--- src/rtl/fibonacci_stream_gen.sv ---
// Streams a Fibonacci-style sequence from two seeds over a valid/ready handshake.
// state | meaning:  IDLE | waiting for i_start;  RUN | presenting term a;  DONE | one-cycle completion pulse
module fibonacci_stream_gen #(
  parameter int WIDTH        = 32,
  parameter int CNT_W        = 16,
  parameter int STOP_ON_WRAP = 0
) (
  input  logic             i_clk,
  input  logic             i_rst_n,
  input  logic             i_start,
  input  logic             i_flush,
  input  logic [WIDTH-1:0] i_seed0,
  input  logic [WIDTH-1:0] i_seed1,
  input  logic [CNT_W-1:0] i_count,
  input  logic             i_ready,
  output logic [WIDTH-1:0] o_term,
  output logic [CNT_W-1:0] o_idx,
  output logic             o_valid,
  output logic             o_last,
  output logic             o_wrap,
  output logic             o_busy,
  output logic             o_done,
  output logic             o_trunc
);

  typedef enum logic [1:0] {IDLE, RUN, DONE} state_t;

  state_t           state;
  logic [WIDTH-1:0] a, b;
  logic             a_wrap, b_wrap;
  logic [CNT_W-1:0] rem, idx;
  logic             trunc;
  logic [WIDTH:0]   sum;
  logic             last;
  logic             stop_wrap;

  assign sum       = {1'b0, a} + {1'b0, b};
  assign stop_wrap = (STOP_ON_WRAP != 0) && b_wrap;
  assign last      = (rem == CNT_W'(1)) || stop_wrap;

  always_ff @(posedge i_clk or negedge i_rst_n) begin
    if (!i_rst_n) begin
      state  <= IDLE;
      a      <= '0;
      b      <= '0;
      a_wrap <= 1'b0;
      b_wrap <= 1'b0;
      rem    <= '0;
      idx    <= '0;
      trunc  <= 1'b0;
    end else begin
      case (state)
        IDLE: begin
          if (i_start) begin
            a      <= i_seed0;
            b      <= i_seed1;
            a_wrap <= 1'b0;
            b_wrap <= 1'b0;
            rem    <= i_count;
            idx    <= '0;
            trunc  <= 1'b0;
            state  <= (i_count != '0) ? RUN : DONE;
          end
        end
        RUN: begin
          if (i_flush) begin
            state <= IDLE;
          end else if (i_ready) begin
            if (last) begin
              // The final term stays on o_term/o_idx so they hold in IDLE.
              state <= DONE;
              if (rem != CNT_W'(1)) trunc <= 1'b1;
            end else begin
              a      <= b;
              a_wrap <= b_wrap;
              b      <= sum[WIDTH-1:0];
              b_wrap <= a_wrap | b_wrap | sum[WIDTH];
              idx    <= idx + CNT_W'(1);
              rem    <= rem - CNT_W'(1);
            end
          end
        end
        DONE:    state <= IDLE;
        default: state <= IDLE;
      endcase
    end
  end

  assign o_term  = a;
  assign o_idx   = idx;
  assign o_wrap  = a_wrap;
  assign o_valid = (state == RUN);
  assign o_last  = (state == RUN) && last;
  assign o_done  = (state == DONE);
  assign o_busy  = (state != IDLE);
  assign o_trunc = trunc;

endmodule

--- config.mk ---
export PLATFORM = sky130hd
export DESIGN_NAME = fibonacci_stream_gen
export DESIGN_NICKNAME = d
export VERILOG_FILES = /design/src/rtl/fibonacci_stream_gen.sv
export SDC_FILE = /design/constraint.sdc
export NUM_CORES = 1
export LEC_CHECK = 0
export CORE_ASPECT_RATIO = 1.5
export CORE_UTILIZATION = 55
export CTS_BUF_LIST = sky130_fd_sc_hd__clkbuf_4 sky130_fd_sc_hd__clkbuf_8 sky130_fd_sc_hd__clkbuf_16
export DETAILED_ROUTE_END_ITERATION = 10
export PLACE_DENSITY = 0.86
export RECOVER_POWER = 50
export SLEW_MARGIN = 10
export SYNTH_ARGS = -nofsm -noshare
export SYNTH_HDL_FRONTEND = slang
export SYNTH_SLANG_ARGS = --single-unit
--- constraint.sdc ---
create_clock -name i_clk -period 5.05 [get_ports i_clk]
set_input_delay 1.515 -clock i_clk [delete_from_list [all_inputs] [get_ports i_clk]]
set_output_delay 1.515 -clock i_clk [all_outputs]
set_load 0.01 [all_outputs]
==> results.yml <==
cells_and_area:
  nNetsFinal: 1037
  drive_gt1_frac: 0.0402
  fin_area_mm2: 0.00824
  fin_cells: 1071
  final_common_cell: "nand2_1"
  final_cell_mix: "nand2_1 (139), clkdlybuf4s50_1 (110), nor2_1 (105)"
  antennaDiodeCount: 0
  area_growth_pct: 26.3
routing:
  drc_errors: 0
  vias: 6394
  drtIter0Drc: 345
  drt-total-wl_um: 17900
  final_antenna_net_count: 0
  viasPerCell: 5.97
  routedWlPerCell_um: 16.7
  first_pass_iters: 5
timing:
  finalCritPeriodShare: 0.813
  worst_slew_pin_slew_ns: 1.84
  slew_headroom: -0.224
  slew_violations: 35
  fin_setup_tns_ns: 0
  hold_viol_final: 0
  layout_min_cycle_time_ns: 4.11
  rsz0062_at_grt: "false"
  fmax_mhz: 244
  skew_ns: 0.00857
  finalSetupViolations: 0
critical_path:
  crit_buf_inv: 1
  crit_family: "simple AND/OR/NAND/NOR gates"
  path_class: "reg -> out"
  slowest_stage: "clkdlybuf4s50_1"
  worstPathMaxFanout: 6
  startpoint_type: "flop"
  endpoint_kind: "output pin"
  path_cells: "or3_4 -> nor4_4 -> and4_1 -> and2_1 -> clkdlybuf4s50_1"
  worst_ep_arrival_time_ns: 2.59
  cp.required_ns: 3.54
  max_stage_delay_ns: 0.54
floorplanning:
  die_h_um: 135
  rows: 48
  fp.coreArea_mm2: 0.0115
  dieArea_mm2: 0.0123
  ios: 139
  die_w_um: 90.9
  start_util: 0.566
placed_design:
  placed_area_mm2: 0.00794
  gp_congestion: 0.942
  dp_cells: 1055
  port-buffer-count: 137
  hpwlAfterDp_um: 13200
cts:
  path_clk_slew_ns: 0.07
  hold_buffers: 0
  numCtsBuffers: 9
  cts.htree.levels: 3
  clockBufferDepth: 2
  cts_num_sinks: 100
  post_cts_buffers: 0
  cts_resized: 0
  root_buffer: "clkbuf_16"
  cts_tree: "yes"
  clock_latency_ns: 0.35
global_route:
  grt_max_degree: 93
  grt_pass1_wl_um: 29800
  grt_pass1_vias: 6303
  grt-ovfl-total: 0
  grt_use_total: 0.304
  antenna_found_initial: 0
yosys:
  seq_area_frac_synth: 0.384
  ys_seq_elements: 100
  syn-cell-area_mm2: 0.00652
  netlist_instances: 807
  synthesis.nets: 928
  ys.flop_type: "dfrtp_1"
  synth_cell_types: 64
  synth.avg_cell_area_um2: 8.08
  synth_enable_flop_cells: 0
  synthArstFlopShare: 1.00
  yosys_warnings: 0
power_and_ir_drop:
  peakVddDrop_v: 0.000347
  power.total_mw: 4.87
  power_frac_comb: 0.580
  leakage_nw: 3.44
  power.share.sequential: 0.273
  p_int_mw: 2.67
  pwr-share-clk: 0.147
  power.switching_mw: 2.20
  power.density_mw_per_mm2: 592
  swShare: 0.452
status:
  failed_checks: "max-capacitance violations, max-slew violations"
  outcome: "finished, violations left"
job:
  drv_cap: 1
worst_hold_path:
  hold_class: "reg -> reg"
## power groups by stage
| stage | combinational [mW] | sequential [mW] | clock (mW) |
|---|---|---|---|
| final | 2.83 | 1.33 | 0.714 |
| after global routing | 3.14 | 1.37 | 0.753 |
| after CTS | 2.83 | 1.33 | 0.722 |
| after detailed placement | 2.80 | 1.34 | 0 |
| after global placement | 2.74 | 1.34 | 0 |
| after floorplan | 2.01 | 1.32 | 0 |
## area by class of cell
class	count	area, um^2
fill	958	3300
timing repair buffer	146	1430
sequential	100	2500
inverter	9	33.8
clock buffer	11	246
clock inverter	5	60.1
tap	150	188
multi-input combinational	650	3780
## cells in the mapped netlist (12+ instances only)
cell / instances / area [um^2]
and3_1: 13 / 81.3
a21oi_1: 71 / 355
nand4_1: 13 / 81.3
buf_2: 16 / 80.1
xnor2_1: 12 / 105
nand2_1: 139 / 522
nor2_1: 105 / 394
nand3_1: 22 / 110
nor3_1: 14 / 70.1
a31oi_1: 48 / 300
dfrtp_1: 100 / 2500
o21ai_1: 21 / 105
xor2_1: 25 / 219
clkbuf_1: 26 / 97.6
ha_1: 35 / 438
o21ai_0: 28 / 140
## logic make-up after synthesis
group,after synthesis,share of synthesized area
DFF,100,0.384
other,1,0.000575
buffers and inverters,57,0.0393
and+or+nand+nor,340,0.232
AOI/OAI and AO/OA,235,0.223
xor gates and xnor gates,37,0.0497
adders and majority gates,36,0.0702
muxes,1,0.00153
## stage by stage
step	util	setup slack (ns)	hold WS [ns]
5_1_grt	0.714	0.633	0.548
6_report	0.714	0.945	0.518
3_5_place_dp	0.688	1.00	0.501
2_1_floorplan	-	2.06	0.471
4_1_cts	0.715	0.953	0.519
3_3_place_gp	0.688	1.18	0.495
## worst min-delay path: cells and delay by family (launching register included)
kind / cells / cell delay (ns)
flip-flops: 1 / 0.34
AO/OA/AOI/OAI: 2 / 0.14
## routing by layer
| layer | routed length [um] | up-vias | global-route usage |
|---|---|---|---|
| met1 | 7190 | 3052 | 0.360 |
| li1 | - | 3104 | - |
| met4 | 474 | 0 | 0.122 |
| met5 | 0 | - | 0 |
| met3 | 752 | 37 | 0.0354 |
| met2 | 9440 | 201 | 0.559 |
## state kept, by name, summed over array words and instances (netlist names)
name / flops
b: 32
b_wrap: 1
o_idx: 16
o_term: 32
o_wrap: 1
rem: 16
state: 2
## worst paths after layout
| kind | cells after the start | end | from | slack, ns |
|---|---|---|---|---|
| worst max-delay path | 5 | o_last | rem[6]$_DFFE_PN0P_ | 0.94 |
| worst min-delay path | 2 | rem[15]$_DFFE_PN0P_ | rem[15]$_DFFE_PN0P_ | 0.52 |
| worst max register to register | 8 | b[20]$_DFFE_PN0P_ | rem[6]$_DFFE_PN0P_ | 1.83 |
| worst min register to register | 2 | rem[15]$_DFFE_PN0P_ | rem[15]$_DFFE_PN0P_ | 0.52 |
| max in group asynchronous | 2 | b[19]$_DFFE_PN0P_ | i_rst_n | 1.19 |
| min in group asynchronous | 1 | rem[9]$_DFFE_PN0P_ | i_rst_n | 1.48 |
Note: power is estimated with default switching activity, not from simulation.
